<file path="config.mk">
export PLATFORM = sky130hd
export DESIGN_NAME = bus_sel_xbar_arb
export DESIGN_NICKNAME = d
export VERILOG_FILES = /design/src/rtl/bus_sel_xbar_arb.sv
export SDC_FILE = /design/constraint.sdc
export NUM_CORES = 1
export LEC_CHECK = 0
export ABC_AREA = 1
export BUFFER_PORTS_ARGS = -buffer_cell sky130_fd_sc_hd__buf_4
export CORE_MARGIN = 3
export CORE_UTILIZATION = 30
export CTS_BUF_LIST = sky130_fd_sc_hd__clkbuf_8 sky130_fd_sc_hd__clkbuf_16
export DETAILED_ROUTE_END_ITERATION = 10
export GPL_TIMING_DRIVEN = 0
export PLACE_DENSITY = 0.52
export SLEW_MARGIN = 20
export SYNTH_ARGS = -nofsm -noshare
export SYNTH_HDL_FRONTEND = slang
export SYNTH_SLANG_ARGS = --single-unit
export TNS_END_PERCENT = 50
</file>
<file path="constraint.sdc">
create_clock -name clk -period 1.85 [get_ports clk]
set_input_delay 0.555 -clock clk [delete_from_list [all_inputs] [get_ports clk]]
set_output_delay 0.555 -clock clk [all_outputs]
set_load 0.03 [all_outputs]
</file>
<file path="src/rtl/bus_sel_xbar_arb.sv">
// Request crossbar from N_SRC frame decoders to N_DST fifos: one registered
// round-robin arbiter per fifo with grant hold, hold timeout and ready gate.
module bus_sel_xbar_arb #(
    parameter int N_SRC    = 4,
    parameter int N_DST    = 4,
    parameter int HOLD_MAX = 255,
    parameter int CNT_W    = 8
) (
    input  logic                   clk,
    input  logic                   rst_n,
    input  logic [N_SRC*N_DST-1:0] fd_bus_sel,
    input  logic [N_DST-1:0]       fifo_ready,
    output logic [N_DST*N_SRC-1:0] fifo_bus_sel,
    output logic [N_SRC*N_DST-1:0] fd_bus_ack,
    output logic [N_DST-1:0]       bus_busy,
    output logic [N_DST-1:0]       hold_timeout
);

    localparam int SW        = (N_SRC > 1) ? $clog2(N_SRC) : 1;
    localparam int HOLD_LAST = (HOLD_MAX > 0) ? HOLD_MAX - 1 : 0;

    typedef enum logic {
        IDLE  = 1'b0,
        GRANT = 1'b1
    } state_t;

    // Requests and grants regrouped per destination: [d][s]
    logic [N_DST-1:0][N_SRC-1:0] req;
    logic [N_DST-1:0][N_SRC-1:0] gnt;

    genvar gi, gj;
    generate
        for (gi = 0; gi < N_DST; gi++) begin : g_map_d
            for (gj = 0; gj < N_SRC; gj++) begin : g_map_s
                assign req[gi][gj]                 = fd_bus_sel[gj*N_DST+gi];
                assign fifo_bus_sel[gi*N_SRC+gj]   = gnt[gi][gj];
                assign fd_bus_ack[gj*N_DST+gi]     = gnt[gi][gj];
            end
        end

        for (gi = 0; gi < N_DST; gi++) begin : g_arb
            state_t            state_q, state_d;
            logic [SW-1:0]     owner_q, owner_d;
            logic [SW-1:0]     ptr_q, ptr_d;
            logic [CNT_W-1:0]  cnt_q, cnt_d;
            logic [N_SRC-1:0]  blk_q, blk_d;
            logic              to_q, to_d;
            logic [N_SRC-1:0]  req_m;
            logic [SW-1:0]     win;
            logic [SW-1:0]     idx;
            logic              found;

            always_comb begin
                // A source that timed out stays masked until it drops its request
                req_m = req[gi] & ~blk_q;
                win   = '0;
                idx   = '0;
                found = 1'b0;
                for (int k = 0; k < N_SRC; k++) begin
                    idx = SW'((int'(ptr_q) + k) % N_SRC);
                    if (!found && req_m[idx]) begin
                        win   = idx;
                        found = 1'b1;
                    end
                end

                state_d = state_q;
                owner_d = owner_q;
                ptr_d   = ptr_q;
                cnt_d   = cnt_q;
                to_d    = 1'b0;
                blk_d   = blk_q & req[gi];

                case (state_q)
                    IDLE: begin
                        if (fifo_ready[gi] && found) begin
                            state_d = GRANT;
                            owner_d = win;
                            cnt_d   = '0;
                        end
                    end
                    GRANT: begin
                        if (!req[gi][owner_q] ||
                            (HOLD_MAX != 0 && cnt_q == CNT_W'(HOLD_LAST))) begin
                            state_d = IDLE;
                            ptr_d   = (owner_q == SW'(N_SRC - 1)) ? '0 : owner_q + SW'(1);
                            if (req[gi][owner_q]) begin
                                to_d           = 1'b1;
                                blk_d[owner_q] = 1'b1;
                            end
                        end else if (cnt_q != CNT_W'(HOLD_MAX)) begin
                            cnt_d = cnt_q + CNT_W'(1);
                        end
                    end
                    default: state_d = IDLE;
                endcase
            end

            always_ff @(posedge clk) begin
                if (!rst_n) begin
                    state_q <= IDLE;
                    owner_q <= '0;
                    ptr_q   <= '0;
                    cnt_q   <= '0;
                    blk_q   <= '0;
                    to_q    <= 1'b0;
                end else begin
                    state_q <= state_d;
                    owner_q <= owner_d;
                    ptr_q   <= ptr_d;
                    cnt_q   <= cnt_d;
                    blk_q   <= blk_d;
                    to_q    <= to_d;
                end
            end

            assign gnt[gi]          = (state_q == GRANT) ? (N_SRC'(1) << owner_q) : '0;
            assign bus_busy[gi]     = (state_q == GRANT);
            assign hold_timeout[gi] = to_q;
        end
    endgenerate

endmodule

</file>
==> results of run 1 <==
logic make-up after synthesis:
kind of cell / after synthesis
AND/OR/NAND/NOR: 398
buffers and inverters: 143
AO/OA/AOI/OAI: 118
flip-flops: 72
adder cells (fa/ha/maj): 24
XOR/XNOR: 10
cell usage after synthesis, types with 12 or more instances:
cell / instances
sky130_fd_sc_hd__nand2_1: 173
sky130_fd_sc_hd__nand3_1: 93
sky130_fd_sc_hd__inv_1: 88
sky130_fd_sc_hd__nor2_1: 79
sky130_fd_sc_hd__dfxtp_1: 72
sky130_fd_sc_hd__a21oi_1: 40
sky130_fd_sc_hd__buf_4: 27
sky130_fd_sc_hd__o21ai_0: 26
sky130_fd_sc_hd__ha_1: 24
sky130_fd_sc_hd__o31ai_1: 16
sky130_fd_sc_hd__o21ai_1: 14
sky130_fd_sc_hd__nand4_1: 12
how the worst max path moves through the flow:
stage                                to  slack, ns  depth (start not counted)
floorplan              fifo_bus_sel[10]       0.17                          4
global placement    g_arb[2].owner_q[0]      -0.29                          5
detailed placement  g_arb[2].owner_q[0]      -0.30                          5
CTS                     fifo_bus_sel[7]      -0.04                          5
global route           fifo_bus_sel[14]      -0.09                          6
finish                 fifo_bus_sel[14]      -0.03                          6
layout make-up:
class                      instances  area, µm²  area share
tap                              216        270      0.0397
multi-input combinational        550       3080       0.452
inverter                         101        407      0.0597
clock inverter                     5       47.5     0.00698
clock buffer                      11        253      0.0371
sequential                        72       1480       0.216
buffer                            40        310      0.0455
timing repair buffer             123        972       0.143
critical path, cell delays in order, from the launching register on:
cell and delay (ns):
sky130_fd_sc_hd__dfxtp_4 0.40, sky130_fd_sc_hd__inv_4 0.06, sky130_fd_sc_hd__ha_2 0.18, sky130_fd_sc_hd__nand2_2 0.07, sky130_fd_sc_hd__inv_2 0.04, sky130_fd_sc_hd__buf_4 0.12
sky130_fd_sc_hd__buf_6 0.13
metal layers:
metal,track usage,share of wire,up-vias
met4,0.0448,0.017,0
met2,0.223,0.46,106
met5,0,0,-
met3,0.0302,0.045,23
met1,0.196,0.48,2361
li1,-,-,2733
through the flow:
stage	utilization	power (mW)
after CTS	0.406	5.60
after global routing	0.424	6.12
after floorplan	-	3.17
after detailed placement	0.356	3.61
after global placement	0.356	3.62
final	0.424	5.73
state kept, by name, summed over array words and instances, names as in the netlist:
signal and flops:
g_arb.cnt_q 32, g_arb.blk_q 16, g_arb.ptr_q 8, g_arb.to_q 4, g_arb.state_q 4, g_arb.owner_q 8
power breakdown:
group          leakage [nW]  total, mW  internal [mW]  switching, mW
Combinational          2.39       2.10          0.888           1.21
Sequential            0.594       1.88           1.70          0.181
Clock                 0.158       1.75           1.10          0.651
Total                  3.14       5.73           3.69           2.04
repair_timing:
item / 4_1_cts / 5_1_grt
pin swaps: 3 / 17
hold buffers: 0 / 0
gates resized for setup: 82 / 43
setup buffers: 42 / 21
setup endpoints to repair: 41 / 55
==> flow_summary.yaml, run 1 <==
sta:
  timing.final.ws_setup_ns: -0.0333
  hold_violations: 0
  fin_worst_skew_ns: 0.00615
  achievable-frequency_ghz: 0.531
  rsz_0062_raised_after_global_routing: "true"
  period_share: 1.02
  layout_min_cycle_time_ns: 1.88
  fin_setup_tns_ns: -0.170
  finalSetupViolations: 11
  worst_slew_margin_relative_to_its_limit: 0.534
  finalMaxSlewViolations: 0
  tightestPinTransition_ns: 0.699
  hold-worst-slack_ns: 0.469
synth:
  synthesis.yosys.warnings: 0
  synthDistinctLibCells: 40
  post_synth_mux_area_share: 0
  avgSynthCellArea_um2: 6.52
  post_synth_fa_ha_maj_area_fraction: 0.0602
  synth_compound_gate_area_share: 0.141
  proportion_of_synthesized_chip_area_in_sequential_cells: 0.289
  post_synth_and_or_nand_nor_area_fraction: 0.355
  synthArstFlopShare: 0
  synth_top_cell_by_area: "sky130_fd_sc_hd__dfxtp_1"
  synthCells: 765
  synth.area.top_cells: "sky130_fd_sc_hd__dfxtp_1, sky130_fd_sc_hd__nand2_1, sky130_fd_sc_hd__nand3_1"
  synth_seq_cells: 72
  synth_nets: 811
  synth-main-ff-cell: "sky130_fd_sc_hd__dfxtp_1"
  post-synth-top-area-fraction: 0.289
  synth_top_family_by_area: "simple AND/OR/NAND/NOR gates"
  synthesis.area_um2: 4990
  synth-edff-count: 0
  synth_xor_area_frac: 0.0191
worst_setup_path:
  critPathLaunchType: "register"
  path_max_fanout: 6
  timing.critical_path.from: "g_arb[3].owner_q[0]"
  worstRegToRegCells: 12
  cp_data_arrival_time_ns: 1.33
  timing_worst_setup_path_type: "reg -> out"
  worstReg2RegEnd: "g_arb[0].blk_q[1]"
  worst_r2r_startpoint: "g_arb[0].owner_q[1]"
  rrSetupSlack_ns: -0.01
  required_ns: 1.29
  crit_path_end_kind: "output port"
detailed_routing:
  post_route_ant_nets: 0
  firstDrtPassIters: 4
  wire_per_inst_um: 11.8
  vias: 5223
  routed_wirelength_um: 13200
  route.detailed.vias_per_inst: 4.67
  remaining_drc_errors: 0
  detailedRoute.firstIterationViolations: 261
global_routing:
  grt_max_degree: 12
  via_count_of_the_first_global_routing_pass: 4659
  first_pass_grt_wire_length_um: 21600
  grt_antenna_before_repair: 0
  global_route.overflow_total: 0
  grtUsageTotal: 0.142
clocking:
  source_to_sink_clock_delay_at_the_later_pin_of_the_worst_skew_pair_ns: 0.33
  tritoncts_buffers: 9
  cts_max_path_bufs: 2
  clk_root_buffer_cell: "sky130_fd_sc_hd__clkbuf_16"
  h_tree_depth_reported_by_cts: 3
  clkTransAtPathRegs_ns: 0.06
  cts.sinks: 72
  cts_tree: "done"
power_and_ir_drop:
  p_per_area_nw_per_um2: 841
  power_leakage_nw: 3.14
  vdd_ir_drop_max_mv: 0.396
cells_and_area:
  postLayoutCellArea_um2: 6820
  final_nets: 943
  num_antenna_cells: 0
  mostFrequentLayoutCell: "sky130_fd_sc_hd__nand2_1"
  drive_gt1_frac: 0.325
  most-common-layout-cells: "sky130_fd_sc_hd__nand2_1, sky130_fd_sc_hd__buf_4, sky130_fd_sc_hd__nand3_1, sky130_fd_sc_hd__nor2_1, sky130_fd_sc_hd__inv_1"
  layout.cells.non_filler: 1118
  fillerInstances: 1672
  area_growth_syn_to_layout_pct: 36.7
floorplan:
  core-area_um2: 16100
  chipWidth_um: 135
  num_rows: 46
  pin_count: 62
  die-area_um2: 18200
  initial_utilization: 0.311
  chipHeight_um: 135
outcome:
  violations_in_the_final_reports: "setup timing"
  run_status: "finished, violations left"
place:
  dp_hpwl_um: 9280
  port_buffers: 61
  place_ws_ns: -0.304
  dp.cells: 1042
  placed_area_um2: 5720
  finalWeightedCongestion: 0.821
hold_path:
  worstHoldPathType: "reg -> reg"
  hold_path_end: "g_arb[3].blk_q[0]"
  min-delay-start: "g_arb[3].blk_q[0]"
  hold-path-cell-count: 2
flow_run:
  maxCapViolations: 0
(Power assumes the default switching activity.)
==> run 2: changes to the inputs <==
clock period = 2.2 ns   (was 1.85 ns; I/O delays follow)
==> run 2 against run 1 <==
The flow now finishes without violations. Design area is 12% lower. Flip-flop and latch count unchanged. Sequential power fell by 17%. Critical endpoint is now fifo_bus_sel[7]. Final cell count is 5.5% lower. Highest routed layer unchanged. Utilization down 5.0 points. Clock-buffer cell count unchanged. Register-to-register slack better by 0.33 ns. Combinational power decreased by 31%. Clock power down 16%.
==> flow_summary.yaml, run 2 (synthesized netlist as in run 1, its figures left out) <==
clocking:
  clkTransAtPathRegs_ns: 0.05
  tritoncts_buffers: 9
  cts.sinks: 72
  clk_root_buffer_cell: "sky130_fd_sc_hd__clkbuf_16"
  cts_tree: "done"
  cts_max_path_bufs: 2
  h_tree_depth_reported_by_cts: 3
  source_to_sink_clock_delay_at_the_later_pin_of_the_worst_skew_pair_ns: 0.33
global_routing:
  grt_max_degree: 12
  first_pass_grt_wire_length_um: 20400
  grtUsageTotal: 0.135
  grt_antenna_before_repair: 0
  via_count_of_the_first_global_routing_pass: 4289
  global_route.overflow_total: 0
cells_and_area:
  num_antenna_cells: 0
  register_with_the_highest_flop_count: "g_arb.cnt_q"
  utilization: 0.375
  top_regs: "g_arb.cnt_q (32), g_arb.blk_q (16)"
  final_nets: 881
  drive_gt1_frac: 0.196
  postLayoutCellArea_um2: 6020
  largest_reg_flops: 32
  mostFrequentLayoutCell: "sky130_fd_sc_hd__nand2_1"
  most-common-layout-cells: "sky130_fd_sc_hd__nand2_1, sky130_fd_sc_hd__nand3_1, sky130_fd_sc_hd__inv_1, sky130_fd_sc_hd__buf_4, sky130_fd_sc_hd__nor2_1"
  area_growth_syn_to_layout_pct: 20.6
floorplan:
  initial_utilization: 0.311
  chipWidth_um: 135
  chipHeight_um: 135
  num_rows: 46
  core-area_um2: 16100
  die-area_um2: 18200
  pin_count: 62
power_and_ir_drop:
  finalPower_mw: 4.47
  vdd_ir_drop_max_mv: 0.333
  power_leakage_nw: 2.85
  p_per_area_nw_per_um2: 743
sta:
  achievable-frequency_ghz: 0.469
  period_share: 0.970
  rsz_0062_raised_after_global_routing: "false"
  hold_violations: 0
  finalMaxSlewViolations: 0
  layout_min_cycle_time_ns: 2.13
  tightestPinTransition_ns: 0.720
  finalSetupViolations: 0
  worst_slew_margin_relative_to_its_limit: 0.520
  fin_worst_skew_ns: 0.00501
  fin_setup_tns_ns: 0
worst_setup_path:
  crit_path_cell_trace: "nand2_1 > inv_1 > buf_4 > buf_4"
  crit_path_end_kind: "output port"
  cp_data_arrival_time_ns: 1.47
  cell_repeated_most_along_the_worst_path: "sky130_fd_sc_hd__buf_4"
  path_max_fanout: 11
  timing.critical_path.buf_inv: 3
  slowest_stage: "sky130_fd_sc_hd__dfxtp_1"
  critical-path-top-delay-family: "flip-flops"
  required_ns: 1.54
  critPathLaunchType: "register"
  timing_worst_setup_path_type: "reg -> out"
  crit_path_max_incr_delay_ns: 0.57
place:
  dp_hpwl_um: 9280
  finalWeightedCongestion: 0.821
  placed_area_um2: 5720
  port_buffers: 61
detailed_routing:
  wire_per_inst_um: 11.5
  vias: 4859
  routed_wirelength_um: 12100
  detailedRoute.firstIterationViolations: 258
  route.detailed.vias_per_inst: 4.60
  post_route_ant_nets: 0
  firstDrtPassIters: 7
  remaining_drc_errors: 0
outcome:
  run_status: "finished, final reports clean"
flow_run:
  maxCapViolations: 0
hold_path:
  worstHoldPathType: "reg -> reg"
## run 2: cell type report
| class | instances | area (µm²) |
|---|---|---|
| Fill cell | 1732 | 10000 |
| Multi-Input combinational cell | 550 | 2870 |
| Sequential cell | 72 | 1450 |
| Timing Repair Buffer | 61 | 458 |
| Inverter | 101 | 382 |
| Buffer | 40 | 288 |
| Tap cell | 216 | 270 |
| Clock buffer | 11 | 253 |
| Clock inverter | 5 | 47.5 |
## run 2: worst register-to-register path, stage by stage, from the launching register on
cell and delay [ns]:
sky130_fd_sc_hd__dfxtp_1 0.37, sky130_fd_sc_hd__inv_1 0.07, sky130_fd_sc_hd__ha_1 0.20, sky130_fd_sc_hd__nand4_1 0.20
sky130_fd_sc_hd__nand2_1 0.14, sky130_fd_sc_hd__a21oi_2 0.37, sky130_fd_sc_hd__nand2_1 0.22, sky130_fd_sc_hd__o21ai_1 0.16
sky130_fd_sc_hd__inv_1 0.04
## run 2: routing by layer
metal / track usage / wire [µm] / part of all wire
met4: 0.0302 / 108 / 0.0089
met3: 0.0287 / 490 / 0.041
met2: 0.208 / 5370 / 0.44
met5: 0 / 0 / 0
met1: 0.193 / 6130 / 0.51
## run 2: path summary, 6_finish.rpt
check                                        from                end  slack (ns)  cells after the start
worst max register to register  g_arb[2].cnt_q[0]  g_arb[2].cnt_q[0]        0.32                      8
worst min-delay path            g_arb[2].blk_q[0]  g_arb[2].blk_q[0]        0.47                      2
worst max-delay path             g_arb[1].state_q    fifo_bus_sel[7]        0.07                      4
worst min register to register  g_arb[2].blk_q[0]  g_arb[2].blk_q[0]        0.47                      2
## run 2: repair_timing
item | 4_1_cts | 5_1_grt
gates cloned | 0 | 0
endpoints found under the setup margin | 14 | 9
setup buffers | 0 | 0
pin swaps | 0 | 0
resized for setup | 3 | 4
hold buffers | 0 | 0
## run 2: power by group
group	internal, mW	switching, mW	leakage, nW	total, mW
Sequential	1.42	0.132	0.590	1.56
Combinational	0.534	0.914	2.10	1.45
Clock	0.927	0.541	0.158	1.47
## run 2: per-stage QoR
stage | hold slack, ns | cells | setup slack (ns)
global route | 0.488 | 1056 | 0.000616
floorplan | 0.445 | 765 | 0.413
finish | 0.469 | 1056 | 0.0660
detailed placement | 0.464 | 1042 | -0.0585
CTS | 0.472 | 1056 | 0.00578
global placement | 0.459 | 1042 | -0.0423
